[config.mk]
export PLATFORM = sky130hd
export DESIGN_NAME = sc_road_sequencer
export DESIGN_NICKNAME = d
export VERILOG_FILES = /design/src/rtl/sc_road_sequencer_pkg.sv /design/src/rtl/sc_button_edge.sv /design/src/rtl/sc_road_sequencer.sv
export SDC_FILE = /design/constraint.sdc
export NUM_CORES = 1
export LEC_CHECK = 0
export ABC_AREA = 1
export CAP_MARGIN = 20
export CORE_MARGIN = 2
export CORE_UTILIZATION = 40
export CTS_CLUSTER_DIAMETER = 100
export CTS_CLUSTER_SIZE = 20
export DETAILED_ROUTE_END_ITERATION = 8
export HOLD_SLACK_MARGIN = 0.02
export SYNTH_ARGS = -nofsm -noshare
export SYNTH_HDL_FRONTEND = slang
export SYNTH_SLANG_ARGS = --single-unit
export TNS_END_PERCENT = 20
[constraint.sdc]
create_clock -name SC_ROADSEQ_CLOCK_50 -period 3.45 [get_ports SC_ROADSEQ_CLOCK_50]
set_input_delay 1.035 -clock SC_ROADSEQ_CLOCK_50 [delete_from_list [all_inputs] [get_ports SC_ROADSEQ_CLOCK_50]]
set_output_delay 1.035 -clock SC_ROADSEQ_CLOCK_50 [all_outputs]
set_load 0.1 [all_outputs]
[src/rtl/sc_road_sequencer_pkg.sv]
// Shared encodings for the road display sequencer:
// phase codes, row-mux select codes and row helpers.
package sc_road_sequencer_pkg;

  localparam int ROWS  = 7;
  localparam int SEL_W = 2;

  localparam logic [2:0] ST_IDLE      = 3'd0;
  localparam logic [2:0] ST_COUNTDOWN = 3'd1;
  localparam logic [2:0] ST_PLAY      = 3'd2;
  localparam logic [2:0] ST_PAUSE     = 3'd3;
  localparam logic [2:0] ST_CRASH     = 3'd4;
  localparam logic [2:0] ST_GAMEOVER  = 3'd5;

  typedef enum logic [2:0] {
    IDLE      = ST_IDLE,
    COUNTDOWN = ST_COUNTDOWN,
    PLAY      = ST_PLAY,
    PAUSE     = ST_PAUSE,
    CRASH     = ST_CRASH,
    GAMEOVER  = ST_GAMEOVER
  } state_e;

  localparam logic [SEL_W-1:0] SEL_ZERO  = 2'd0;
  localparam logic [SEL_W-1:0] SEL_ONES  = 2'd1;
  localparam logic [SEL_W-1:0] SEL_RAND  = 2'd2;
  localparam logic [SEL_W-1:0] SEL_SHIFT = 2'd3;

  // index 0 is row 1 (top of the road)
  typedef logic [ROWS-1:0][SEL_W-1:0] rows_t;

  function automatic rows_t fill_rows(
    input logic [SEL_W-1:0] code
  );
    rows_t r;
    for (int i = 0; i < ROWS; i++) begin
      r[i] = code;
    end
    return r;
  endfunction

  function automatic logic [7:0] sat_inc8(
    input logic [7:0] v
  );
    return (v == 8'hFF) ? v : v + 8'd1;
  endfunction

endpackage

[src/rtl/sc_button_edge.sv]
// Two-flop synchronizer for an active-low button
// followed by a falling-edge one-shot.
module sc_button_edge (
  input  logic clk,
  input  logic rst,
  input  logic btn_n_i,
  output logic press_o
);

  logic s1_q;
  logic s2_q;
  logic prev_q;

  // released level is 1, so reset cannot fake a press
  always_ff @(posedge clk or posedge rst) begin
    if (rst) begin
      s1_q   <= 1'b1;
      s2_q   <= 1'b1;
      prev_q <= 1'b1;
    end else begin
      s1_q   <= btn_n_i;
      s2_q   <= s1_q;
      prev_q <= s2_q;
    end
  end

  assign press_o = prev_q & ~s2_q;

endmodule

[src/rtl/sc_road_sequencer.sv]
// Game-phase sequencer driving the seven row-mux
// selects and the row-register load enable.
module sc_road_sequencer
  import sc_road_sequencer_pkg::*;
#(
  parameter int SELECT_WIDTH    = 2,
  parameter int COUNTDOWN_TICKS = 4,
  parameter int FLASH_TICKS     = 4,
  parameter int SPAWN_PERIOD    = 3
) (
  input  logic                    SC_ROADSEQ_CLOCK_50,
  input  logic                    SC_ROADSEQ_RESET_InHigh,
  input  logic                    SC_ROADSEQ_START_InLow,
  input  logic                    SC_ROADSEQ_PAUSE_InLow,
  input  logic                    SC_ROADSEQ_TICK_InHigh,
  input  logic                    SC_ROADSEQ_CRASH_InHigh,
  output logic [SELECT_WIDTH-1:0] SC_ROADSEQ_SELECT_OUT_1,
  output logic [SELECT_WIDTH-1:0] SC_ROADSEQ_SELECT_OUT_2,
  output logic [SELECT_WIDTH-1:0] SC_ROADSEQ_SELECT_OUT_3,
  output logic [SELECT_WIDTH-1:0] SC_ROADSEQ_SELECT_OUT_4,
  output logic [SELECT_WIDTH-1:0] SC_ROADSEQ_SELECT_OUT_5,
  output logic [SELECT_WIDTH-1:0] SC_ROADSEQ_SELECT_OUT_6,
  output logic [SELECT_WIDTH-1:0] SC_ROADSEQ_SELECT_OUT_7,
  output logic                    SC_ROADSEQ_LOAD_OUT,
  output logic [2:0]              SC_ROADSEQ_STATE_OUT,
  output logic [7:0]              SC_ROADSEQ_SCORE_OUT
);

  localparam logic [2:0] CD_C  = 3'(COUNTDOWN_TICKS);
  localparam logic [2:0] FL_C  = 3'(FLASH_TICKS);
  localparam logic [2:0] SPL_C = 3'(SPAWN_PERIOD - 1);

  logic clk;
  logic rst;
  assign clk = SC_ROADSEQ_CLOCK_50;
  assign rst = SC_ROADSEQ_RESET_InHigh;

  logic start_p;
  logic pause_p;

  sc_button_edge u_start (
    .clk     (clk),
    .rst     (rst),
    .btn_n_i (SC_ROADSEQ_START_InLow),
    .press_o (start_p)
  );

  sc_button_edge u_pause (
    .clk     (clk),
    .rst     (rst),
    .btn_n_i (SC_ROADSEQ_PAUSE_InLow),
    .press_o (pause_p)
  );

  state_e     state_q, state_d;
  logic [2:0] cnt_q, cnt_d;
  logic [2:0] g_q, g_d;
  logic [7:0] score_q, score_d;
  rows_t      sel_q, sel_d;
  logic       load_q, load_d;

  always_ff @(posedge clk or posedge rst) begin
    if (rst) begin
      state_q <= IDLE;
      cnt_q   <= 3'd0;
      g_q     <= 3'd0;
      score_q <= 8'd0;
      sel_q   <= fill_rows(SEL_ZERO);
      load_q  <= 1'b1;
    end else begin
      state_q <= state_d;
      cnt_q   <= cnt_d;
      g_q     <= g_d;
      score_q <= score_d;
      sel_q   <= sel_d;
      load_q  <= load_d;
    end
  end

  always_comb begin
    state_d = state_q;
    cnt_d   = cnt_q;
    g_d     = g_q;
    score_d = score_q;
    sel_d   = sel_q;
    load_d  = 1'b0;
    unique case (state_q)
      IDLE, GAMEOVER: begin
        sel_d  = (state_q == IDLE) ?
                 fill_rows(SEL_ZERO) :
                 fill_rows(SEL_ONES);
        load_d = 1'b1;
        // new game: one clearing load into countdown
        if (start_p) begin
          state_d = COUNTDOWN;
          cnt_d   = 3'd0;
          g_d     = 3'd0;
          score_d = 8'd0;
          sel_d   = fill_rows(SEL_ZERO);
        end
      end
      COUNTDOWN: begin
        if (SC_ROADSEQ_TICK_InHigh) begin
          cnt_d  = cnt_q + 3'd1;
          load_d = 1'b1;
          for (int k = 0; k < ROWS; k++) begin
            sel_d[k] = (3'(k) < cnt_d) ?
                       SEL_ONES : SEL_ZERO;
          end
          if (cnt_d == CD_C) begin
            state_d = PLAY;
          end
        end
      end
      PLAY: begin
        if (SC_ROADSEQ_CRASH_InHigh) begin
          state_d = CRASH;
          cnt_d   = 3'd0;
        end else if (pause_p) begin
          state_d = PAUSE;
        end else if (SC_ROADSEQ_TICK_InHigh) begin
          load_d   = 1'b1;
          sel_d    = fill_rows(SEL_SHIFT);
          sel_d[0] = (g_q == 3'd0) ?
                     SEL_RAND : SEL_ZERO;
          if (g_q == 3'd0) begin
            score_d = sat_inc8(score_q);
          end
          g_d = (g_q == SPL_C) ? 3'd0 : g_q + 3'd1;
        end
      end
      PAUSE: begin
        if (pause_p) begin
          state_d = PLAY;
        end
      end
      CRASH: begin
        if (SC_ROADSEQ_TICK_InHigh) begin
          cnt_d  = cnt_q + 3'd1;
          load_d = 1'b1;
          sel_d  = cnt_d[0] ?
                   fill_rows(SEL_ONES) :
                   fill_rows(SEL_ZERO);
          if (cnt_d == FL_C) begin
            state_d = GAMEOVER;
          end
        end
      end
      default: begin
        state_d = IDLE;
        sel_d   = fill_rows(SEL_ZERO);
        load_d  = 1'b1;
      end
    endcase
  end

  assign SC_ROADSEQ_SELECT_OUT_1 = SELECT_WIDTH'(sel_q[0]);
  assign SC_ROADSEQ_SELECT_OUT_2 = SELECT_WIDTH'(sel_q[1]);
  assign SC_ROADSEQ_SELECT_OUT_3 = SELECT_WIDTH'(sel_q[2]);
  assign SC_ROADSEQ_SELECT_OUT_4 = SELECT_WIDTH'(sel_q[3]);
  assign SC_ROADSEQ_SELECT_OUT_5 = SELECT_WIDTH'(sel_q[4]);
  assign SC_ROADSEQ_SELECT_OUT_6 = SELECT_WIDTH'(sel_q[5]);
  assign SC_ROADSEQ_SELECT_OUT_7 = SELECT_WIDTH'(sel_q[6]);
  assign SC_ROADSEQ_LOAD_OUT     = load_q;
  assign SC_ROADSEQ_STATE_OUT    = state_q;
  assign SC_ROADSEQ_SCORE_OUT    = score_q;

endmodule

* Word level (Yosys, flattened, before mapping)
Index checks and enable logic that the tools add are counted.
Storage, ports and cells: latch bits 0, input port bits 6, memories kept 0, memory bits (writable) 0, memory bits (read-only) 0, logic and storage cells 112, output and inout bits 26, flip-flop bits (word level) 38
Cells by class: reductions and logical operators 11, bitwise operators 5, multiplexer cells 46, add/subtract/negate cells 3, shifts and indexed selects 0, divide/modulo/power cells 0, equal/unequal tests 22, $mul 0, $lt $le $gt $ge 7
Operators with widths (number):
- 14-bit two-way mux | 5
- 14-bit case mux with 5 select lines | 1
- 8-bit two-way mux | 6
- 3-bit two-way mux | 15
- 13-bit two-way mux | 3
- 2-bit inequality test, second input constant | 12
- 8-bit case mux with 2 select lines | 1
- 3-bit case mux with 5 select lines | 1
- 7-bit AND reduction | 2
- 1-bit two-way mux | 10
- 3-bit by 2-bit equality test with 1-bit output, second input constant | 3
- 3-bit equality test, second input constant | 3
- 3-bit < comparator, first input constant | 3
- 3-bit case mux with 3 select lines | 1
- 8-bit by 1-bit adder with 8-bit output, second input constant | 1
- 8-bit equality test, second input constant | 1
- 3-bit by 1-bit adder with 3-bit output, second input constant | 2
- 3-bit zero test | 2
- 1-bit by 3-bit < comparator with 1-bit output, first input constant | 2
- 2-bit by 3-bit < comparator with 1-bit output, first input constant | 2
- 3-bit case mux with 2 select lines | 1
- 6-bit AND reduction | 1
- 5-bit AND reduction | 1
- 4-bit AND reduction | 1
- 10 further kinds | 14

* Logic depth before layout (Yosys ltp)
depth after elaboration 7, mapped depth 10, mapped depth without buffers 10

* Modules after synthesis
Synthesis repeated with hierarchy kept, for this count alone.
Unflattened totals: cells, all modules 266, area total of the unflattened synthesis 1919.3 um^2
Modules (own cells, without submodules):
- sc_road_sequencer | seq. area each 676.9 um^2, times used 1, area an instance 1734.2 um^2, cells each 254
- sc_button_edge | seq. area each 78.8 um^2, times used 2, area an instance 92.6 um^2, cells each 6

* Worst setup path after synthesis
OpenSTA, ideal clock, no wires.
kind flip-flop to output port, start point register SC_ROADSEQ_SELECT_OUT_2[1] (netlist name), end point output SC_ROADSEQ_SELECT_OUT_3[1], cell stages (with the launch flop) 2, buffers on the path 1, arrival time 1406 ps, slack 1009 ps, cells stage by stage dfrtp_1 > buf_4
RTL lines:
- end: declaration | RTL line sc_road_sequencer.sv:19 | output logic [SELECT_WIDTH-1:0] SC_ROADSEQ_SELECT_OUT_3,

* Final worst setup path
start point register state_q[2] (netlist: SC_ROADSEQ_STATE_OUT[2]), end point output SC_ROADSEQ_STATE_OUT[2]
RTL lines:
- start: declaration | RTL line sc_road_sequencer.sv:55 | state_e state_q, state_d;
- start signal: assignment | RTL line sc_road_sequencer.sv:71 | state_q <= state_d;
- end: declaration | RTL line sc_road_sequencer.sv:25 | output logic [2:0] SC_ROADSEQ_STATE_OUT,
No word-level cell between the ends.

==> flow_summary.toml <==
[setup_path]
startpoint_type = "register"
worstPathCellList = "buf_4"
worstPathRequired_ns = 2.41
crit_family = "flip-flops"
path_class = "register to output pin"
reg2reg_depth = 9
r2r-start = "SC_ROADSEQ_STATE_OUT[0]"
worst-path-buf-inv = 1
cpPeakStageDelay_ns = 0.59
cp_data_arrival_time_ns = 1.24
worst_path_max_delay_cell = "dfrtp_1"
setup.worst_path.start = "SC_ROADSEQ_STATE_OUT[2]"
r2r_slack_ns = 1.49
path_max_fanout = 12
critPathCaptureType = "output pin"
crit_cells = 1

[cts]
cts_tree = "done"
post_cts_resized = 0
cts-root-buf = "clkbuf_8"
post_cts_buffers = 0
cts_sinks = 33
cts.clk_slew.worst_paths_ns = 0.06
clock_latency_ns = 0.28
htreeDepth = 2
postCtsHoldBufs = 0
numCtsBuffers = 5
cts_buffer_depth = 2

[synthesis]
ys_types = 30
synth_area_mm2 = 0.00194
synth_top_flop_cell = "dfrtp_1"
ys_warn_count = 0
synthArstFlopShare_pct = 100
synth_nets = 268
synth_seq_area_share_pct = 42.9
ys_seq_elements = 33
syn_inst = 259
synth-edff-count = 0
syn_area_per_cell_um2 = 7.50

[floorplan]
chipHeight_um = 73.7
io_pins = 32
rows = 25
dieArea_mm2 = 0.00543
dieWidth_um = 73.7
core_area_mm2 = 0.00469
start_util_pct = 41.4

[routing]
vias_per_cell = 4.90
drc_errors = 0
drt_wl_total_um = 4090
antenna_left = 0
drt_iter0_markers = 42
vias = 1682
firstDrtPassIters = 4
wl_per_cell_um = 11.9

[timing]
setup_viol = 0
worst_slack_ns = 1.18
rsz0062_at_grt = "no"
finalHoldViolations = 0
skew_ns = 0.00725
final.period_utilization_pct = 65.8
fin_crit_ns = 2.27
tightest_slew_ns = 0.692
slew_viol_final = 0
tns_ns = 0
fmax_mhz = 440
relSlewSlack_pct = 53.8

[placement]
hpwl_um = 3030
dpl_worst_slack_ns = 0.883
gp_congestion = 0.812
dp_cells = 335
io_buffers = 31

[cells_and_area]
diodes = 0
stdcell_count = 343
drive_gt1_share_pct = 21.5
area_delta_synth_final_pct = 17.3
layout.nets = 297

[global_routing]
grt-ovfl-total = 0
grt_usage_pct = 17.2
first_global_vias = 1603
antenna_found_initial = 0
grt_max_degree = 34
grt_pass1_wl_um = 7120

[outcome]
outcome = "finished, final reports clean"

[hold_path]
hold_path_class = "register to register"
min_from = "u_start.s1_q"
worstHoldPathCells = 0

[run]
maxCapViolCount = 0
==> flip-flops by register name, summed over array words and instances, names as in the netlist, 2 cells and up <==
signal	cells
SC_ROADSEQ_SCORE_OUT	8
SC_ROADSEQ_SELECT_OUT_1	2
SC_ROADSEQ_SELECT_OUT_2	2
SC_ROADSEQ_STATE_OUT	3
cnt_q	3
g_q	3
==> stage by stage <==
stage | util (%) | instance area [um^2] | hold slack, ns
after floorplan | - | 1940 | 0.345
after global placement | 46.7 | 2190 | 0.345
after detailed placement | 46.7 | 2190 | 0.347
after CTS | 48.6 | 2280 | 0.357
after global routing | 48.6 | 2280 | 0.365
final | 48.6 | 2280 | 0.355
==> placed cells by master (no fill, tap or decap) <==
| master | synthesis | final |
|---|---|---|
| nand2_4 | 4 | 4 |
| nand3b_1 | 1 | 1 |
| nor2_4 | 1 | 1 |
| clkbuf_8 | 0 | 6 |
| xnor2_1 | 1 | 1 |
| o31ai_1 | 1 | 1 |
| inv_1 | 23 | 23 |
| clkbuf_1 | 1 | 2 |
| xor2_1 | 3 | 3 |
| a31oi_1 | 1 | 1 |
| nand2_1 | 89 | 89 |
| a21oi_1 | 6 | 6 |
| buf_4 | 5 | 27 |
| o21ai_0 | 8 | 8 |
| inv_2 | 4 | 4 |
| dfstp_2 | 7 | 7 |
| nand3_1 | 29 | 29 |
| o21ai_1 | 3 | 3 |
| clkdlybuf4s50_1 | 0 | 5 |
| ha_1 | 3 | 3 |
| nor2_8 | 1 | 1 |
| nand3_2 | 2 | 2 |
| nand2_2 | 4 | 4 |
| nand4_1 | 4 | 4 |
| nor3_1 | 1 | 1 |
| nor2_1 | 20 | 20 |
| o21ai_2 | 2 | 2 |
| o22ai_1 | 1 | 1 |
| dfrtp_1 | 26 | 26 |
| nor2_2 | 4 | 4 |
==> routing by layer <==
layer | up-vias | share of wire (%) | global-route usage, %
met5 | - | 0 | 0
met4 | 0 | 1.4 | 5.86
met3 | 6 | 4.1 | 4.12
met2 | 31 | 49 | 29.3
met1 | 768 | 46 | 21.1
li1 | 877 | - | -
==> cell type report <==
cell class / count / area (um^2)
flip-flops and latches: 33 / 835
clock buffers: 8 / 90.1
well taps: 54 / 67.6
repair buffers: 32 / 253
fillers: 505 / 2410
multi-input cells: 189 / 933
inverters: 27 / 101
==> cell usage after synthesis, types with 2 or more instances <==
master    n  share of area [%]
o21ai_0   8                2.1
inv_1    23                4.4
buf_4     5                1.9
ha_1      3                1.9
a21oi_1   6                1.5
nand2_4   4                2.3
dfrtp_1  26                 33
nand3_1  29                7.5
inv_2     4               0.77
nand2_1  89                 17
nand3_2   2                1.0
nand4_1   4                1.3
nor2_2    4                1.3
nor2_1   20                3.9
o21ai_2   2               0.90
o21ai_1   3               0.77
dfstp_2   7                9.5
buf_6     2                1.2
xor2_1    3                1.4
nand2_2   4                1.3
buf_2     2               0.52
==> cells by family after synthesis <==
family	count (synthesis)	share of synthesized area (%)
fa+ha+maj	3	1.93
xor+xnor	4	1.80
compound gates	22	6.31
simple gates	160	38.0
buf+inv	37	9.01
flops	33	42.9
==> worst paths after layout <==
| check | end |
|---|---|
| worst max-delay path | SC_ROADSEQ_STATE_OUT[2] |
| worst min-delay path | u_start.s2_q |
| max in group asynchronous | SC_ROADSEQ_LOAD_OUT |
| worst min register to register | u_start.s2_q |
| min in group asynchronous | SC_ROADSEQ_SCORE_OUT[7] |
| worst max register to register | SC_ROADSEQ_SCORE_OUT[2] |
Power is left out: the tool's default activity adds up to more than one toggle a clock period on the data nets, which glitch-free logic cannot reach.
